File: config.mk
export PLATFORM = sky130hd
export DESIGN_NAME = chunk_shift_register
export DESIGN_NICKNAME = d
export VERILOG_FILES = /design/src/rtl/chunk_shift_pkg.sv /design/src/rtl/chunk_shift_register.sv
export SDC_FILE = /design/constraint.sdc
export NUM_CORES = 1
export LEC_CHECK = 0
export BUFFER_PORTS_ARGS = -buffer_cell sky130_fd_sc_hd__buf_4
export CORE_ASPECT_RATIO = 1.5
export CORE_MARGIN = 1
export CORE_UTILIZATION = 50
export CTS_BUF_LIST = sky130_fd_sc_hd__clkbuf_4 sky130_fd_sc_hd__clkbuf_8 sky130_fd_sc_hd__clkbuf_16
export DETAILED_ROUTE_END_ITERATION = 7
export PLACE_DENSITY = 0.84
export REMOVE_ABC_BUFFERS = 1
export SYNTH_ARGS = -nofsm -noshare
export SYNTH_HDL_FRONTEND = slang
export SYNTH_SLANG_ARGS = --single-unit
File: constraint.sdc
create_clock -name clk -period 1.9 [get_ports clk]
set_input_delay 0.19 -clock clk [delete_from_list [all_inputs] [get_ports clk]]
set_output_delay 0.19 -clock clk [all_outputs]
set_load 0.1 [all_outputs]
File: src/rtl/chunk_shift_pkg.sv
// Shared types and helpers for the chunked shift register.
// Imported by chunk_shift_register.
package chunk_shift_pkg;

   typedef enum logic {
      IDLE  = 1'b0,
      SHIFT = 1'b1
   } shift_state_t;

   localparam logic DIR_LEFT  = 1'b0;
   localparam logic DIR_RIGHT = 1'b1;

   // Chunk counter width; a one-chunk word still needs a 1-bit counter.
   function automatic int cnt_width(input int nchunk);
      return (nchunk > 1) ? $clog2(nchunk) : 1;
   endfunction

endpackage

File: src/rtl/chunk_shift_register.sv
// Parallel-load word, shifted out STEP bits per handshake while
// shift_in fills the vacated end (PISO and SIPO at once).
module chunk_shift_register
   import chunk_shift_pkg::*;
#(
   parameter int WIDTH = 16,
   parameter int STEP  = 4
) (
   input  logic             clk,
   input  logic             rst,
   input  logic [WIDTH-1:0] load_data,
   input  logic             load_dir,
   input  logic             load_valid,
   output logic             load_ready,
   input  logic [STEP-1:0]  shift_in,
   output logic [STEP-1:0]  out_data,
   output logic             out_valid,
   input  logic             out_ready,
   output logic             out_last,
   input  logic             abort,
   output logic [WIDTH-1:0] par_out,
   output logic             busy
);

   localparam int NCHUNK = WIDTH / STEP;
   localparam int CW     = cnt_width(NCHUNK);
   localparam logic [CW-1:0] LAST = CW'(NCHUNK - 1);

   generate
      if ((WIDTH % STEP) != 0 || STEP < 1 || STEP > WIDTH) begin : g_bad_params
         $error("chunk_shift_register: WIDTH must be a multiple of STEP");
      end
   endgenerate

   shift_state_t     state;
   logic [WIDTH-1:0] data_q;
   logic             dir_q;
   logic [CW-1:0]    cnt;

   logic [WIDTH-1:0] shl;
   logic [WIDTH-1:0] shr;

   // A full-width step replaces the whole register with shift_in.
   generate
      if (STEP == WIDTH) begin : g_full
         assign shl = shift_in;
         assign shr = shift_in;
      end else begin : g_part
         assign shl = {data_q[WIDTH-STEP-1:0], shift_in};
         assign shr = {shift_in, data_q[WIDTH-1:STEP]};
      end
   endgenerate

   always_ff @(posedge clk) begin
      if (!rst) begin
         state  <= IDLE;
         data_q <= '0;
         dir_q  <= DIR_LEFT;
         cnt    <= '0;
      end else begin
         unique case (state)
            IDLE: begin
               if (load_valid) begin
                  data_q <= load_data;
                  dir_q  <= load_dir;
                  cnt    <= '0;
                  state  <= SHIFT;
               end
            end
            SHIFT: begin
               if (abort) begin
                  state <= IDLE;
                  cnt   <= '0;
               end else if (out_ready) begin
                  data_q <= (dir_q == DIR_RIGHT) ? shr : shl;
                  if (cnt == LAST) begin
                     state <= IDLE;
                     cnt   <= '0;
                  end else begin
                     cnt <= cnt + 1'b1;
                  end
               end
            end
            default: state <= IDLE;
         endcase
      end
   end

   assign busy       = (state == SHIFT);
   assign out_valid  = busy;
   assign load_ready = (state == IDLE);
   assign out_last   = busy && (cnt == LAST);
   assign par_out    = data_q;

   always_comb begin
      out_data = '0;
      if (busy) begin
         if (dir_q == DIR_RIGHT) out_data = data_q[STEP-1:0];
         else                    out_data = data_q[WIDTH-1 -: STEP];
      end
   end

endmodule

==> results.toml <==
[place]
dpl_cell_area_um2 = 1500
place_congestion = 0.732
port-buffer-count = 49
place_inst = 186
dp.final_hpwl_um = 2080

[synth]
yosys.area.top_type = "dfxtp_1"
ys_seq_elements = 20
synthCells = 121
syn_avg_cell_area_um2 = 9.43
yosys_warnings = 0
synth.distinct_cells = 25
yosysTopAreaCellShare_pct = 35.1
yosys-top-cells-area = "dfxtp_1 (35%), mux2i_1 (18%), a22o_2 (11%)"
synth_area_um2 = 1140
ys_seq_area_share_pct = 35.1

[critical_path]
cp_max_fo = 13
worstSetupPathType = "reg -> out"
critPathRequiredTime_ns = 1.71
slowest_delay_ns = 0.49
cp_cell_sequence = "inv_1, nor2_1, buf_4"
r2r-start = "busy"
endpoint_kind = "output pin"
slowest_stage = "dfxtp_2"
crit_family = "buffers and inverters"
worst_ep_arrival_time_ns = 1.45
path_buf_inv = 2
crit_start = "busy"
setup.worst_path.start_class = "flip-flop"

[global_routing]
track_usage_pct = 23.8
grt_overflow = 0
grt_max_degree = 19
grt_pass1_wl_um = 4100
antenna_found_initial = 0
grt_pass1_vias = 1024

[power_and_ir_drop]
p_leak_nw = 0.687
power.density_nw_per_um2 = 836
ir_drop_mv = 0.549

[detailed_routing]
drtPass1Iterations = 4
top_layer = "met4"
wl_met2_um = 1450
wl_met1_um = 1100
via_per_inst = 5.66
routed_wl_um = 2730
wl_per_cell_um = 14.4
drc = 0
postRouteAntennaNets = 0
met3_length_um = 155
initialDrtViolationCount = 43
vias = 1075

[run_status]
status = "finished, final reports clean"

[floorplan]
coreArea_um2 = 2080
io_pins = 50
die_w_um = 41.0
start_util_pct = 54.9
die_y_um = 60.5
std_cell_rows = 20
dieArea_um2 = 2480

[clocking]
cts_tree = "built"
insertion_delay_ns = 0.30
numCtsBuffers = 3
clk_pin_slew_ns = 0.11
clock_sinks = 20
h-tree-depth = 1
cts-root-buf = "clkbuf_4"
clockBufferDepth = 2
cts-hold-fix-buffers = 0

[layout]
regArea_um2 = 402
multi_input_area_um2 = 668
area_delta_synth_final_pct = 34.5
final_cells = 190
fillers = 168
nets = 196
layout-drive-gt1-share_pct = 44.0
design_area_um2 = 1540
antenna_cells = 0

[sta]
max_slew_margin_pct = 56.3
post-route-min-period_ns = 1.64
setup_viol = 0
finalCritPeriodShare_pct = 86.5
max_clock_freq_mhz = 609
rsz0062_at_grt = "false"
worst_slew_pin_slew_ns = 0.655
skew_ns = 0.00301
hold_viol_final = 0
maxSlewViolCount = 0

[hold_path]
hp-start = "rst"
hold_path.class = "in -> reg"

[flow_run]
max-cap-violations = 0
final cells by class:
cell class                 instances  area share (%)
inverter                           1           0.244
timing repair buffer              53            25.9
tap                               22            1.79
clock buffer                       4            2.36
multi-input combinational         90            43.5
sequential                        20            26.2
layout by cell type (no fill, tap or decap):
| cell type | instances |
|---|---|
| clkbuf_8 | 1 |
| buf_4 | 53 |
| and3b_4 | 1 |
| a21oi_1 | 16 |
| o21a_4 | 1 |
| a21boi_0 | 2 |
| dfxtp_1 | 19 |
| or2b_1 | 1 |
| nand2_1 | 1 |
| dfxtp_2 | 1 |
| and2_1 | 1 |
| a22o_1 | 4 |
| clkbuf_4 | 3 |
| nor2_1 | 21 |
| o21a_1 | 1 |
| a211oi_1 | 1 |
| ha_1 | 1 |
| nor3b_1 | 1 |
| inv_1 | 1 |
| nor2b_1 | 1 |
| nor2b_4 | 1 |
| nor3b_4 | 1 |
| a22o_2 | 12 |
| o21ai_0 | 2 |
| mux2i_1 | 21 |
worst reg2reg max path, stage by stage (launching register included):
cell	delay, ns
dfxtp_2	0.41
and3b_4	0.23
nor3b_4	0.56
a22o_2	0.26
worst paths after layout:
path / end / slack (ns) / depth (start not counted)
setup / recovery: out_data[1] / 0.26 / 3
hold / removal: busy / 0.14 / 2
setup reg to reg: par_out[4] / 0.39 / 3
hold reg to reg: cnt[1] / 0.50 / 2
power breakdown:
| group | switching (W) | leakage [nW] | internal, W |
|---|---|---|---|
| logic | 0.000380 | 0.501 | 0.000163 |
| registers | 0.0000396 | 0.165 | 0.000453 |
| clock network | 0.000130 | 0.0210 | 0.000117 |
cells by family (layout without fill, tap and decap cells):
kind of cell	count (synthesis)	count (layout)	synth area share, %
buf+inv	11	58	6.36
compound gates	39	39	25.4
fa+ha+maj	1	1	1.10
simple gates	29	29	13.6
flops	20	20	35.1
mux	21	21	18.4
layer usage:
layer	track usage [%]	up-vias
met1	26.0	491
met5	0	-
met4	9.52	0
met2	42.6	47
met3	4.03	6
li1	-	531
flip-flops by register name, indices dropped and copies added, names as in the netlist:
register	cells
par_out	16
busy	1
dir_q	1
cnt	2
stage by stage:
stage | setup TNS (ns) | worst slack [ns] | hold WS, ns | utilization [%] | total power [W]
2_1_floorplan | -43.76 | -3.38 | 0.308 | - | 0.000905
3_3_place_gp | 0 | 0.387 | 0.455 | 72.1 | 0.00103
3_5_place_dp | 0 | 0.302 | 0.461 | 72.1 | 0.00104
4_1_cts | 0 | 0.0455 | 0.142 | 73.9 | 0.00129
5_1_grt | 0 | 0.172 | 0.149 | 73.9 | 0.00133
6_report | 0 | 0.257 | 0.142 | 73.9 | 0.00128
what timing repair did:
action                     CTS  global route
setup buffers                0             0
setup endpoints to repair    0             4
resized for setup            0             1
cell usage after synthesis:
cell type and instances:
or2b_1 1, nor3b_1 1, o21a_4 1, and3b_4 1
a21oi_1 16, o21a_1 1, a22o_2 12, dfxtp_1 20
a211oi_1 1, a21boi_0 2, nor2b_1 1, nor3b_4 1
nor2_1 21, nand2_1 1, buf_2 1, nor2b_4 1
inv_1 1, clkbuf_1 3, mux2i_1 21, and2_1 1
ha_1 1, buf_4 4, o21ai_0 2, buf_6 2
a22o_1 4
No activity file was read; power rests on OpenSTA's default activity.
